**src/rtl/mem_stage.sv**
```systemverilog
// Memory pipeline stage: passes ALU results to writeback and runs one
// outstanding load/store at a time against a handshaked data memory.
module mem_stage (
    input  logic        i_clk,
    input  logic        i_reset,
    input  logic        i_ex_valid,
    input  logic [31:0] i_ex_res,
    input  logic [31:0] i_ex_store_data,
    input  logic [4:0]  i_ex_rd,
    input  logic        i_ex_regwrite,
    input  logic        i_ex_load,
    input  logic        i_ex_store,
    input  logic [2:0]  i_ex_funct3,
    output logic        o_mem_stall,
    output logic        o_dmem_req,
    output logic        o_dmem_we,
    output logic [31:0] o_dmem_addr,
    output logic [31:0] o_dmem_wdata,
    output logic [3:0]  o_dmem_be,
    input  logic [31:0] i_dmem_rdata,
    input  logic        i_dmem_ack,
    output logic        o_wb_valid,
    output logic [4:0]  o_wb_rd,
    output logic        o_wb_regwrite,
    output logic [31:0] o_wb_data,
    output logic        o_misalign
);
    localparam int unsigned XLEN = 32;
    localparam int unsigned REGW = 5;
    localparam logic [0:0]  S_IDLE   = 1'b0;
    localparam logic [0:0]  S_ACCESS = 1'b1;

    logic [0:0]      r_state, w_state_nxt;
    logic            r_dmem_req, w_dmem_req_nxt;
    logic            r_dmem_we, w_dmem_we_nxt;
    logic [XLEN-1:0] r_dmem_addr, w_dmem_addr_nxt;
    logic [XLEN-1:0] r_dmem_wdata, w_dmem_wdata_nxt;
    logic [3:0]      r_dmem_be, w_dmem_be_nxt;
    logic            r_wb_valid, w_wb_valid_nxt;
    logic [REGW-1:0] r_wb_rd, w_wb_rd_nxt;
    logic            r_wb_regwrite, w_wb_regwrite_nxt;
    logic [XLEN-1:0] r_wb_data, w_wb_data_nxt;
    logic            r_misalign, w_misalign_nxt;
    logic [1:0]      r_off, w_off_nxt;
    logic [1:0]      r_size, w_size_nxt;
    logic            r_unsigned, w_unsigned_nxt;
    logic [REGW-1:0] r_rd, w_rd_nxt;
    logic            r_regwrite, w_regwrite_nxt;
    logic            r_load, w_load_nxt;

    logic [1:0]      w_size;
    logic            w_misal;
    logic [3:0]      w_st_be;
    logic [XLEN-1:0] w_st_wdata;
    logic [XLEN-1:0] w_ld_shift;
    logic [XLEN-1:0] w_ld_data;

    // Size code: 00 byte, 01 half, 10 word; reserved encodings fold to word.
    always_comb begin
        w_size = (i_ex_funct3[1:0] == 2'b11) ? 2'b10 : i_ex_funct3[1:0];
        case (w_size)
            2'b00:   begin w_misal = 1'b0;            w_st_be = 4'b0001 << i_ex_res[1:0]; w_st_wdata = {4{i_ex_store_data[7:0]}};  end
            2'b01:   begin w_misal = i_ex_res[0];     w_st_be = 4'b0011 << i_ex_res[1:0]; w_st_wdata = {2{i_ex_store_data[15:0]}}; end
            default: begin w_misal = |i_ex_res[1:0];  w_st_be = 4'b1111;                   w_st_wdata = i_ex_store_data;           end
        endcase
    end

    // Load lane extraction from the latched offset, size and signedness.
    always_comb begin
        w_ld_shift = i_dmem_rdata >> {r_off, 3'b000};
        case (r_size)
            2'b00:   w_ld_data = r_unsigned ? {24'b0, w_ld_shift[7:0]}  : {{24{w_ld_shift[7]}}, w_ld_shift[7:0]};
            2'b01:   w_ld_data = r_unsigned ? {16'b0, w_ld_shift[15:0]} : {{16{w_ld_shift[15]}}, w_ld_shift[15:0]};
            default: w_ld_data = w_ld_shift;
        endcase
    end

    always_ff @(posedge i_clk) begin
        if (i_reset) r_state <= S_IDLE;
        else         r_state <= w_state_nxt;
    end

    always_comb begin
        w_state_nxt       = r_state;
        w_dmem_req_nxt    = r_dmem_req;
        w_dmem_we_nxt     = r_dmem_we;
        w_dmem_addr_nxt   = r_dmem_addr;
        w_dmem_wdata_nxt  = r_dmem_wdata;
        w_dmem_be_nxt     = r_dmem_be;
        w_wb_valid_nxt    = 1'b0;
        w_wb_rd_nxt       = r_wb_rd;
        w_wb_regwrite_nxt = r_wb_regwrite;
        w_wb_data_nxt     = r_wb_data;
        w_misalign_nxt    = 1'b0;
        w_off_nxt         = r_off;
        w_size_nxt        = r_size;
        w_unsigned_nxt    = r_unsigned;
        w_rd_nxt          = r_rd;
        w_regwrite_nxt    = r_regwrite;
        w_load_nxt        = r_load;
        case (r_state)
            S_IDLE: begin
                if (i_ex_valid) begin
                    if (!(i_ex_load || i_ex_store)) begin
                        w_wb_valid_nxt    = 1'b1;
                        w_wb_data_nxt     = i_ex_res;
                        w_wb_rd_nxt       = i_ex_rd;
                        w_wb_regwrite_nxt = i_ex_regwrite;
                    end else if (w_misal) begin
                        w_wb_valid_nxt    = 1'b1;
                        w_wb_regwrite_nxt = 1'b0;
                        w_misalign_nxt    = 1'b1;
                    end else begin
                        w_state_nxt      = S_ACCESS;
                        w_dmem_req_nxt   = 1'b1;
                        w_dmem_we_nxt    = i_ex_store;
                        w_dmem_addr_nxt  = {i_ex_res[31:2], 2'b00};
                        w_dmem_wdata_nxt = w_st_wdata;
                        w_dmem_be_nxt    = i_ex_store ? w_st_be : 4'b1111;
                        w_off_nxt        = i_ex_res[1:0];
                        w_size_nxt       = w_size;
                        w_unsigned_nxt   = i_ex_funct3[2];
                        w_rd_nxt         = i_ex_rd;
                        w_regwrite_nxt   = i_ex_regwrite;
                        w_load_nxt       = i_ex_load;
                    end
                end
            end
            default: begin
                if (i_dmem_ack) begin
                    w_state_nxt       = S_IDLE;
                    w_dmem_req_nxt    = 1'b0;
                    w_wb_valid_nxt    = 1'b1;
                    w_wb_rd_nxt       = r_rd;
                    w_wb_regwrite_nxt = r_regwrite & r_load;
                    w_wb_data_nxt     = r_load ? w_ld_data : '0;
                end
            end
        endcase
    end

    always_ff @(posedge i_clk) begin
        if (i_reset) begin
            r_dmem_req    <= 1'b0;
            r_dmem_we     <= 1'b0;
            r_dmem_addr   <= '0;
            r_dmem_wdata  <= '0;
            r_dmem_be     <= '0;
            r_wb_valid    <= 1'b0;
            r_wb_rd       <= '0;
            r_wb_regwrite <= 1'b0;
            r_wb_data     <= '0;
            r_misalign    <= 1'b0;
            r_off         <= '0;
            r_size        <= '0;
            r_unsigned    <= 1'b0;
            r_rd          <= '0;
            r_regwrite    <= 1'b0;
            r_load        <= 1'b0;
        end else begin
            r_dmem_req    <= w_dmem_req_nxt;
            r_dmem_we     <= w_dmem_we_nxt;
            r_dmem_addr   <= w_dmem_addr_nxt;
            r_dmem_wdata  <= w_dmem_wdata_nxt;
            r_dmem_be     <= w_dmem_be_nxt;
            r_wb_valid    <= w_wb_valid_nxt;
            r_wb_rd       <= w_wb_rd_nxt;
            r_wb_regwrite <= w_wb_regwrite_nxt;
            r_wb_data     <= w_wb_data_nxt;
            r_misalign    <= w_misalign_nxt;
            r_off         <= w_off_nxt;
            r_size        <= w_size_nxt;
            r_unsigned    <= w_unsigned_nxt;
            r_rd          <= w_rd_nxt;
            r_regwrite    <= w_regwrite_nxt;
            r_load        <= w_load_nxt;
        end
    end

    assign o_mem_stall   = (r_state == S_ACCESS);
    assign o_dmem_req    = r_dmem_req;
    assign o_dmem_we     = r_dmem_we;
    assign o_dmem_addr   = r_dmem_addr;
    assign o_dmem_wdata  = r_dmem_wdata;
    assign o_dmem_be     = r_dmem_be;
    assign o_wb_valid    = r_wb_valid;
    assign o_wb_rd       = r_wb_rd;
    assign o_wb_regwrite = r_wb_regwrite;
    assign o_wb_data     = r_wb_data;
    assign o_misalign    = r_misalign;
endmodule

```
**config.mk**
```make
export PLATFORM = sky130hd
export DESIGN_NAME = mem_stage
export DESIGN_NICKNAME = d
export VERILOG_FILES = /design/src/rtl/mem_stage.sv
export SDC_FILE = /design/constraint.sdc
export NUM_CORES = 1
export LEC_CHECK = 0
export ABC_AREA = 0
export BUFFER_PORTS_ARGS = -buffer_cell sky130_fd_sc_hd__buf_4
export CAP_MARGIN = 20
export CORE_MARGIN = 10
export CORE_UTILIZATION = 40
export DETAILED_ROUTE_END_ITERATION = 8
export GPL_TIMING_DRIVEN = 0
export MAX_ROUTING_LAYER = met4
export PLACE_DENSITY = 0.68
export RECOVER_POWER = 25
export SETUP_SLACK_MARGIN = 0.5
export SLEW_MARGIN = 5
export SYNTH_ARGS = -nofsm -noshare
export SYNTH_HDL_FRONTEND = slang
export SYNTH_SLANG_ARGS = --single-unit
```
**constraint.sdc**
```tcl
create_clock -name i_clk -period 1.9 [get_ports i_clk]
set_clock_uncertainty 0.2 [all_clocks]
set_input_delay 0.19 -clock i_clk [delete_from_list [all_inputs] [get_ports i_clk]]
set_output_delay 0.19 -clock i_clk [all_outputs]
set_load 0.01 [all_outputs]
```
==> run_results.csv <==
group,metric,value,unit
global_routing,grt_pass1_wl,38.2,mm
global_routing,antenna_found_initial,2,
layout,fin_area,10100,um^2
placement,hpwl,17.7,mm
setup_path,worst-setup-path-type,"reg -> reg",
sta,hold_ws,-0.0520,ns
setup_path,r2r_start,"o_mem_stall$_SDFF_PP0_",
layout,final_nets,1135,
global_routing,grt_pass1_vias,6661,
logic_synthesis,synth_top_family_by_area,"compound AO/OA/AOI/OAI gates",
placement,port_buffers,215,
logic_synthesis,synthAdderAreaFrac,0,%
logic_synthesis,synth.mux.area_fraction,10.0,%
global_routing,grt_max_degree,17,
setup_path,critPathLaunchType,"flop",
setup_path,cp_num_buf_inv,3,
cts,cts_max_level,4,
sta,fmax,0.542,GHz
cts,cts.sinks,121,
layout,drive_gt1_share,39.4,%
logic_synthesis,synth_xor_xnor_area_share,0.154,%
setup_path,rrSetupSlack,0.06,ns
placement,place_congestion,0.938,
logic_synthesis,synth_seq_cells,121,
placement,dpl.cell_count,1051,
die,initial_core_util,40.9,%
sta,finalHoldViolations,2,
pwr,p_leak,4.08,nW
routing,drt-initial-drc-count,534,
cts,clock_path_buffers,2,
die,io_pins,222,
layout,final_cell_count_no_fill,1217,
logic_synthesis,netlist-cell-type-count,52,
sta,post-route-period-util,97.1,%
setup_path,reg2regPathDepth,7,
setup_path,slowest_delay,0.32,ns
routing,wl_per_cell,22.2,um
logic_synthesis,synthSimpleGateAreaFrac,19.9,%
cts,insertion_delay,0.42,ns
routing,drc_errors,0,
logic_synthesis,post_synth.cell_area_avg,8.66,um^2
sta,tightest_slew,0.893,ns
sta,rsz0062_at_grt,"yes",
setup_path,cp.required,2.03,ns
pwr,switching_share,27.0,%
pwr,pwr-share-comb,22.0,%
die,die_h,139,um
logic_synthesis,ys_seq_area_share,42.7,%
die,die_x,139,um
global_routing,globalRouteOverflowTotal,0,
cts,holdBufCountCts,87,
outcome,outcome,"complete, but fails checks",
logic_synthesis,ys_warn_count,0,
routing,routed-via-count,6806,
setup_path,endpoint_kind,"flop",
pwr,power,7.77,mW
cts,cts_root_buffer,"clkbuf_16",
logic_synthesis,synth_ff_type,"dfxtp_1",
sta,max_slew_margin,40.4,%
worst_hold_path,hp-class,"in -> reg",
sta,tns,0,ns
cts,cts_buffers,17,
logic_synthesis,netlist_instances,655,
routing,final_antenna_net_count,0,
global_routing,grt_usage,25.4,%
setup_path,cpMostUsedCell,"buf_6",
cts,cts.clk_slew.worst_paths,0.05,ns
pwr,p_per_area,769,nW/um^2
routing,drtPass1Iterations,5,
routing,via_per_inst,5.59,
placement,placed_area,7680,um^2
setup_path,cp_data_arrival_time,1.97,ns
flow_run,maxCapViolations,0,
layout,mostFrequentLayoutCell,"buf_4",
sta,setup_viol,0,
setup_path,cp_top_family,"buffers and inverters",
worst_hold_path,min_path_cells,3,
worst_hold_path,hold_start,"i_dmem_rdata[16]",
layout,layout_common_cells,"buf_4, nand2_1, dfxtp_1",
die,die_area,19300,um^2
worst_hold_path,min_to,"o_wb_data[16]$_SDFFE_PP0P_",
outcome,violations,"hold timing",
pwr,seqPwrFrac,35.6,%
sta,min_period,1.84,ns
logic_synthesis,netlist_area,5670,um^2
pwr,p_int,5.68,mW
sta,slew_violations,0,
pwr,p_switching,2.10,mW
routing,wl,27.0,mm
pwr,p_clk_share,42.4,%
setup_path,critPathMaxFanout,8,
cts,cts_tree,"done",
layout,synthToLayoutAreaGrowth,78.3,%
die,fp-row-count,43,
logic_synthesis,synth-edff-count,0,
die,fp.coreArea,13900,um^2
setup_path,rr_endpoint,"o_wb_data[22]$_SDFFE_PP0P_",
setup_path,crit_slowest_cell,"dfxtp_2",
logic_synthesis,postSynth.asyncResetShare,0,%
logic_synthesis,synth-compound-area-share,21.3,%
setup_path,crit_chain,"buf_6 -> nor4b_4 -> buf_4 -> buf_6 -> and3_4 -> a21oi_2 -> o221ai_2",
pwr,ir_drop,0.644,mV
==> per-layer routing <==
| metal | global-route usage [%] | up-vias | routed length [um] |
|---|---|---|---|
| met5 | - | - | 0 |
| met4 | 12.1 | 0 | 1250 |
| met3 | 5.00 | 89 | 1800 |
| met2 | 41.4 | 376 | 13200 |
| met1 | 29.6 | 3276 | 10800 |
| li1 | - | 3065 | - |
==> what timing repair did <==
item                       in CTS  in global routing
gates resized for setup        48                 95
pin swaps                      30                 22
hold endpoints to repair      114                  2
setup buffers                  16                 18
gates cloned                    2                 11
setup endpoints to repair     120                120
==> registers in the layout, summed over array words and instances, names as in the netlist <==
signal and cells:
o_dmem_addr 30, o_dmem_be 4, o_dmem_req 1, o_dmem_wdata 32
o_dmem_we 1, o_mem_stall 1, o_misalign 1, o_wb_data 32
o_wb_rd 5, o_wb_regwrite 1, o_wb_valid 1, r_load 1
r_off 2, r_rd 5, r_regwrite 1, r_size 2
r_unsigned 1
==> cell type report <==
type | instances | area, um^2
buffer | 58 | 523
antenna | 2 | 5.00
sequential | 121 | 2430
clock buffer | 22 | 474
multi-input combinational | 475 | 3410
timing repair buffer | 349 | 2920
fill | 994 | 3770
tap | 180 | 225
inverter | 2 | 7.51
clock inverter | 8 | 120
==> cells by family (layout without fill, tap and decap cells) <==
kind of cell / count (synthesis) / count (layout)
simple gates: 245 / 245
compound gates: 172 / 172
flops: 121 / 121
buf+inv: 60 / 439
mux: 55 / 55
other cells: 1 / 4
xor+xnor: 1 / 1
==> tightest hold or removal path, stage by stage <==
cell,delay (ns)
buf_4,0.09
mux2i_1,0.08
o221ai_1,0.16
==> per-stage QoR <==
step / hold slack, ns / setup WS [ns] / util, %
after global routing: -0.0385 / -0.00330 / 72.9
after global placement: 0.239 / -0.0940 / 55.3
after detailed placement: 0.238 / -0.174 / 55.3
after CTS: -0.0858 / 0.0903 / 68.7
after floorplan: 0.112 / 0.118 / -
final: -0.0520 / 0.0556 / 72.9
==> cells in the mapped netlist, drive strengths merged (7+ instances only) <==
master | count | area (um^2)
nand3 | 8 | 40.0
buf | 41 | 255
a22oi | 8 | 60.1
dfxtp | 121 | 2420
nor2 | 48 | 190
a311oi | 11 | 96.3
nand2 | 146 | 564
a21oi | 80 | 423
nor3 | 10 | 75.1
clkbuf | 17 | 63.8
and3 | 16 | 100
o21ai | 19 | 95.1
mux2i | 52 | 521
a211oi | 22 | 210
o221ai | 10 | 100
a221oi | 8 | 120
o22ai | 7 | 43.8
==> power by group through the flow <==
stage	Combinational, mW	Sequential [mW]	Clock (mW)
2_1_floorplan	0.591	2.86	0
3_3_place_gp	1.23	2.81	0
3_5_place_dp	1.26	2.82	0
4_1_cts	1.51	2.77	3.31
5_1_grt	1.80	2.78	3.42
6_report	1.71	2.77	3.29
==> worst max path at each step <==
stage                     cells after the start  slack [ns]              startpoint                    endpoint
after floorplan                               5        0.12  o_mem_stall$_SDFF_PP0_  o_wb_regwrite$_SDFFE_PP0P_
after global placement                        6       -0.09   r_off[0]$_SDFFE_PP0P_   o_wb_data[3]$_SDFFE_PP0P_
after detailed placement                      6       -0.17   r_off[0]$_SDFFE_PP0P_   o_wb_data[3]$_SDFFE_PP0P_
after CTS                                     5        0.09  o_mem_stall$_SDFF_PP0_  o_wb_regwrite$_SDFFE_PP0P_
after global routing                          7      -0.003  o_mem_stall$_SDFF_PP0_  o_wb_data[22]$_SDFFE_PP0P_
final                                         7        0.06  o_mem_stall$_SDFF_PP0_  o_wb_data[22]$_SDFFE_PP0P_
Power figures use the tool's default switching activity.
